==> config.mk <==
export PLATFORM = sky130hd
export DESIGN_NAME = pwm_gen_multi
export DESIGN_NICKNAME = d
export VERILOG_FILES = /design/src/rtl/pwm_gen_multi.sv
export SDC_FILE = /design/constraint.sdc
export NUM_CORES = 1
export LEC_CHECK = 0
export ABC_AREA = 1
export ABC_CLOCK_PERIOD_IN_PS = 3150
export BUFFER_PORTS_ARGS = -buffer_cell sky130_fd_sc_hd__buf_2
export CORE_ASPECT_RATIO = 1.2
export CORE_MARGIN = 2
export CORE_UTILIZATION = 50
export CTS_BUF_LIST = sky130_fd_sc_hd__clkbuf_8 sky130_fd_sc_hd__clkbuf_16
export DETAILED_ROUTE_END_ITERATION = 10
export PLACE_DENSITY_LB_ADDON = 0.2
export SLEW_MARGIN = 20
export SYNTH_ARGS = -nofsm -noshare
export SYNTH_HDL_FRONTEND = slang
export SYNTH_SLANG_ARGS = --single-unit
export TNS_END_PERCENT = 50
==> constraint.sdc <==
create_clock -name clk -period 3.15 [get_ports clk]
set_input_delay 0.4725 -clock clk [delete_from_list [all_inputs] [get_ports clk]]
set_output_delay 0.4725 -clock clk [all_outputs]
set_load 0.02 [all_outputs]
==> src/rtl/pwm_gen_multi.sv <==
// Multi-channel PWM generator with per-channel debounced inc/dec buttons.
// A shared divider paces button sampling; a shared period counter drives every channel.
module pwm_gen_multi #(
  parameter int CNT_W = 4,
  parameter int CH    = 2,
  parameter int DIV_W = 22,
  parameter int STEP  = 1
) (
  input  logic                  clk,
  input  logic                  rst_n,
  input  logic [CH-1:0]         inc,
  input  logic [CH-1:0]         dec,
  output logic [CH-1:0]         pwm_out,
  output logic [CH*CNT_W-1:0]   duty
);

  localparam logic [CNT_W-1:0] DUTY_MAX = '1;
  localparam logic [CNT_W-1:0] DUTY_RST = CNT_W'(1) << (CNT_W - 1);
  localparam logic [CNT_W:0]   STEP_W   = (CNT_W + 1)'(STEP);

  logic [DIV_W-1:0] div_q;
  logic             slow_en;
  logic [CNT_W-1:0] pcnt_q;
  logic             pcnt_wrap;

  assign slow_en   = &div_q;
  assign pcnt_wrap = &pcnt_q;

  always_ff @(posedge clk or negedge rst_n) begin
    if (!rst_n) begin
      div_q  <= '0;
      pcnt_q <= '0;
    end else begin
      div_q  <= div_q + 1'b1;
      pcnt_q <= pcnt_q + 1'b1;
    end
  end

  genvar gi;
  generate
    for (gi = 0; gi < CH; gi++) begin : g_ch
      // Sampler bit 0 is the newest sample (s0), bit 2 the oldest (s2).
      logic [2:0]       inc_s_q;
      logic [2:0]       dec_s_q;
      logic             inc_p_q;
      logic             dec_p_q;
      logic [CNT_W-1:0] duty_q;
      logic [CNT_W-1:0] duty_d;
      logic [CNT_W-1:0] act_q;
      logic             pwm_q;
      logic [CNT_W:0]   up_sum;

      always_ff @(posedge clk or negedge rst_n) begin
        if (!rst_n) begin
          inc_s_q <= '0;
          dec_s_q <= '0;
          inc_p_q <= 1'b0;
          dec_p_q <= 1'b0;
        end else if (slow_en) begin
          inc_s_q <= {inc_s_q[1:0], inc[gi]};
          dec_s_q <= {dec_s_q[1:0], dec[gi]};
          // Pulse when the post-shift pattern becomes s0=1, s1=1, s2=0.
          inc_p_q <= inc[gi] & inc_s_q[0] & ~inc_s_q[1];
          dec_p_q <= dec[gi] & dec_s_q[0] & ~dec_s_q[1];
        end else begin
          inc_p_q <= 1'b0;
          dec_p_q <= 1'b0;
        end
      end

      // Saturating arithmetic done one bit wider so the limits never wrap.
      assign up_sum = {1'b0, duty_q} + STEP_W;

      always_comb begin
        duty_d = duty_q;
        if (inc_p_q && !dec_p_q) begin
          duty_d = (up_sum > {1'b0, DUTY_MAX}) ? DUTY_MAX : up_sum[CNT_W-1:0];
        end else if (dec_p_q && !inc_p_q) begin
          duty_d = ({1'b0, duty_q} < STEP_W) ? '0 : duty_q - STEP_W[CNT_W-1:0];
        end
      end

      always_ff @(posedge clk or negedge rst_n) begin
        if (!rst_n) begin
          duty_q <= DUTY_RST;
          act_q  <= DUTY_RST;
          pwm_q  <= 1'b0;
        end else begin
          duty_q <= duty_d;
          // Only adopt a new duty at the period boundary to avoid glitched periods.
          if (pcnt_wrap) begin
            act_q <= duty_q;
          end
          pwm_q <= (pcnt_q < act_q);
        end
      end

      assign pwm_out[gi]                = pwm_q;
      assign duty[gi*CNT_W +: CNT_W]    = duty_q;
    end
  endgenerate

endmodule
* Word-level counts from Yosys, hierarchy flattened
Cells that the tools add are included.
Operators by class: $add $sub $neg 6, multiply operators 0, div/mod/pow operators 0, order comparisons 6, equal/unequal tests 0, shift operators 0, multiplexer cells 12, bitwise logic cells 12, reduce and logical (&&, ||, !) cells 12
Operators with widths (number):
- 2-to-1 mux 4 bit | 8
- adder 22 x 1 -> 22 bit, second input constant | 1
- AND reduction 22 bit | 1
- adder 4 x 1 -> 5 bit, second input constant | 2
- > comparator 5 x 4 -> 1 bit, second input constant | 2
- AND 1 bit | 8
- < comparator 4 x 1 -> 1 bit, second input constant | 2
- < comparator 4 bit | 2
- subtractor 4 x 1 -> 4 bit, second input constant | 2
- adder 4 x 1 -> 4 bit, second input constant | 1
- logical AND 1 bit | 4
- zero test 1 bit | 4
- 2-to-1 mux 1 bit | 4
- NOT 1 bit | 4
- AND reduction 4 bit | 1
- nonzero test 2 bit | 2
Word-level totals: flip-flop bits (word level) 56, bits in latches 0, RAM bits 0, ROM bits 0, input port bits 6, output and inout port bits 10, memories 0

* Depth between registers and ports, before layout
word-level depth 4, gate-level depth with buffers 11, mapped depth without buffers 10

* Least setup slack after synthesis
OpenSTA, ideal clock, no wires.
kind register to register, from register div_q[0], to register g_ch[0].dec_s_q[0], setup time 117 ps, arrival time 1446 ps, data required time 3033 ps, setup slack 1587 ps, stages on the path, launching flop included 12, period minus slack after synthesis 1563 ps, cell sequence dfrtp_1 -> ha_1 -> inv_2 -> nor2_2 -> nand2_2 -> inv_2 -> nand3_4 -> nor2_4 -> nand2_4 -> buf_6 -> nand2_2 -> o21ai_2
On the way: cells in the longest elaborated chain, start to end 1
RTL lines:
- start, declared | line 21 | logic [DIV_W-1:0] div_q;
- start signal, assigned | line 34 | div_q <= div_q + 1'b1;
- AND reduction 22 bit | line 26 | assign slow_en = &div_q;
- end signal, assigned | line 61 | dec_s_q <= {dec_s_q[1:0], dec[gi]};
- end, declared | line 44 | logic [2:0] dec_s_q;
Every way passes these cells. A chain may end at the register's enable or synchronous reset.

* Worst setup path after layout
from register div_q[0], to register g_ch[0].dec_s_q[1]
The elaborated chain is that of the path after synthesis.

==> run_results.csv <==
group,metric,value,unit
worst_setup_path,cpPeakStageDelay,0.41,ns
worst_setup_path,crit_path_frequent_cell,"inv_2",
timing,worst_slack,1.48,ns
timing,hold_viol,0,
clock_tree,htree_levels,2,
clock_tree,cts_root_buffer,"clkbuf_8",
synth,synth_warnings,0,
clock_tree,cts.clk_slew.worst_paths,0.10,ns
power_and_ir_drop,p_leak,1.57,nW
clock_tree,cts_sinks,56,
drt,drtAntennaViolNets,0,
timing,maxSlewViolCount,0,
worst_setup_path,cp_data_arrival_time,1.87,ns
drt,wl,4.46,mm
synth,async_flop_share,1.00,
synth,synth_edf_count,0,
synth,synth.area.mux_share,0,
run,maxCapViolCount,0,
synth,synth_fa_ha_area_frac,0.0611,
floorplan,die_w,73.1,um
place,gp_congestion,0.837,
timing,clock_skew,0.00644,ns
floorplan,start_util,0.512,
grt,grtUsageTotal,0.161,
synth,synth_seq_area_share,0.491,
clock_tree,hold_buffers,0,
synth,yosys.area_share.simple,0.202,
clock_tree,clock_latency,0.30,ns
synth,synthXorXnorAreaFrac,0.0795,
clock_tree,cts_resized,0,
timing,whs,0.297,ns
worst_setup_path,cp-start-kind,"flop",
grt,grt_max_degree,44,
synth,ys_types,34,
drt,drt_iter0_drc,117,
timing,relSlewSlack,0.390,
final_layout,drive_above_1_share,0.183,
final_layout,syn_to_final_growth,7.99,%
timing,totalNegativeSetupSlack,0,ns
place,pre_cts_ws,1.47,ns
drt,drc,0,
drt,num_vias,1913,
worst_setup_path,worstPathCellList,"ha_1, inv_2, nor2_2, nand2_2, inv_2, nand3_4, nor2_4, nand2_4, nand2_1, o21ai_2",
worst_hold_path,min_path_type,"in2async",
drt,drtPass1Iterations,4,
grt,grt_pass1_vias,1903,
worst_setup_path,crit_buf_inv,2,
worst_setup_path,path_max_fanout,16,
synth,ys_ff_latch,56,
floorplan,fp-row-count,30,
synth,syn_nets,321,
synth,syn-cell-area,2870,sq um
clock_tree,numCtsBuffers,5,
synth,synth_area_per_cell,9.52,sq um
timing,setup_violations,0,
floorplan,die_y,86.9,um
worst_setup_path,crit_type,"reg2reg",
power_and_ir_drop,power-per-cell-area,402,nW/um^2
place,dpl.hpwl,3.29,mm
worst_setup_path,critPathSlowestCell,"dfrtp_1",
synth,synth_top_flop_cell,"dfrtp_1",
synth,yosys.area.top_type_share,0.454,
drt,vias_per_cell,4.96,
worst_setup_path,path_delay_family,"simple AND/OR/NAND/NOR gates",
timing,period_minus_slack,1.67,ns
final_layout,antennaDiodeCount,0,
clock_tree,cts_buffer_depth,2,
clock_tree,tritoncts,"yes",
synth,synthCells,301,
floorplan,num_io_pins,16,
timing,worst_slew_pin_slew,0.916,ns
floorplan,core-area,5590,sq um
timing,rsz0062_at_grt,"false",
timing,period_share,0.530,
drt,wl_per_cell,11.6,um
grt,grt_pass1_wl,8.14,mm
grt,grt_overflow,0,
floorplan,die_area,6350,sq um
synth,synth_compound_gate_area_share,0.0943,
place,portBuffers,15,
final_layout,utilization,0.553,
clock_tree,cts_setup_buffers,0,
timing,max_freq,0.599,GHz
worst_setup_path,critPathRequiredTime,3.35,ns
synth,synthTopCellsByArea,"dfrtp_1, ha_1, nand2_1, inv_1, xor2_1",
final_layout,fillCellCount,515,
final_layout,nets,341,
power_and_ir_drop,ir_drop,0.267,mV
synth,synth_top_family_by_area,"simple AND/OR/NAND/NOR gates",
synth,yosys.area.top_type,"dfrtp_1",
grt,antenna_found_initial,0,
worst_setup_path,end_kind,"flop",
run_status,status,"complete, no violations",
[worst paths after layout]
path                                    startpoint                  to  slack [ns]  cells past startpoint
worst min register to register  g_ch[1].dec_s_q[1]  g_ch[1].dec_s_q[1]        0.48                      2
worst max-delay path                      div_q[0]  g_ch[0].dec_s_q[1]        1.48                     10
worst max register to register            div_q[0]  g_ch[0].dec_s_q[1]        1.48                     10
max in group asynchronous                    rst_n    g_ch[1].act_q[3]        2.11                      2
worst min-delay path                         rst_n   g_ch[1].duty_q[2]        0.30                      1
min in group clk                            dec[1]  g_ch[1].dec_s_q[0]        0.41                      3
[Yosys cell counts (all sizes together), types with 2 or more instances]
master	count
dfrtp	52
nand2	50
inv	47
o21ai	27
nor2	22
xor2	17
nand3	15
ha	14
a21oi	11
nor3	11
xnor2	9
nand4	5
or2	5
dfstp	4
buf	3
a31oi	2
o21a	2
[kinds of logic (layout without fill, tap and decap cells)]
group / count (synthesis) / after routing
AO/OA/AOI/OAI: 45 / 45
XOR/XNOR: 26 / 26
adder cells (fa/ha/maj): 14 / 14
buffers and inverters: 51 / 72
flip-flops: 56 / 56
AND/OR/NAND/NOR: 109 / 109
[cells in the final DEF, fill, tap and decap left out]
cell,synthesis,routed
nand4_4,1,1
inv_2,2,2
nand2_2,3,3
o221ai_1,1,1
nor4_4,1,1
clkbuf_8,0,5
xor2_1,17,17
nand2_4,1,1
nand3_4,1,1
nand2_1,46,46
o21ai_2,8,8
o21ai_0,19,19
buf_4,2,2
or2_1,1,1
clkinvlp_4,0,1
nor2_4,3,3
nor3_2,4,4
xnor2_1,9,9
inv_1,45,46
or2_2,4,4
nand4_1,4,4
nor2_2,2,2
nand3_2,1,1
nor3_1,7,7
clkinv_4,0,1
o21a_1,2,2
o22ai_1,1,1
buf_2,0,15
dfstp_2,4,4
ha_1,14,14
o31ai_1,1,1
a21oi_1,11,11
nor2_1,17,17
nand3_1,13,13
a31oi_1,2,2
dfrtp_1,52,52
[power by group]
| part | switching (mW) | total, mW | internal [mW] |
|---|---|---|---|
| sequential | 0.0129 | 0.752 | 0.739 |
| combinational | 0.0703 | 0.110 | 0.0392 |
| clock | 0.228 | 0.384 | 0.155 |
| total | 0.311 | 1.25 | 0.934 |
[layer usage]
layer  wire length, um  GRT usage
met1              2110      0.206
met2              2160      0.269
met3               115     0.0359
met4                72     0.0539
met5                 0          0
[per-stage QoR]
stage	area (sq um)	instances	total power, mW
4_1_cts	3090	386	1.27
6_report	3090	386	1.25
3_3_place_gp	3010	378	0.875
5_1_grt	3090	386	1.31
2_1_floorplan	2870	301	0.840
3_5_place_dp	3010	378	0.877
[area by class of cell]
cell class / instances / area, sq um / share of cell area
sequential: 56 / 1410 / 0.455
inverter: 47 / 176 / 0.0570
clock inverter: 3 / 20.0 / 0.00647
multi-input combinational: 194 / 1250 / 0.405
tap: 64 / 80.1 / 0.0259
timing repair buffer: 17 / 90.1 / 0.0291
clock buffer: 5 / 68.8 / 0.0222
[registers in the layout (all words and copies together), names as in the netlist]
register	count
g_ch.inc_s_q	4
g_ch.inc_p_q	2
g_ch.pwm_q	2
g_ch.dec_p_q	2
g_ch.act_q	8
g_ch.duty_q	8
pcnt_q	4
g_ch.dec_s_q	4
div_q	22
No activity file was read; power rests on OpenSTA's default activity.
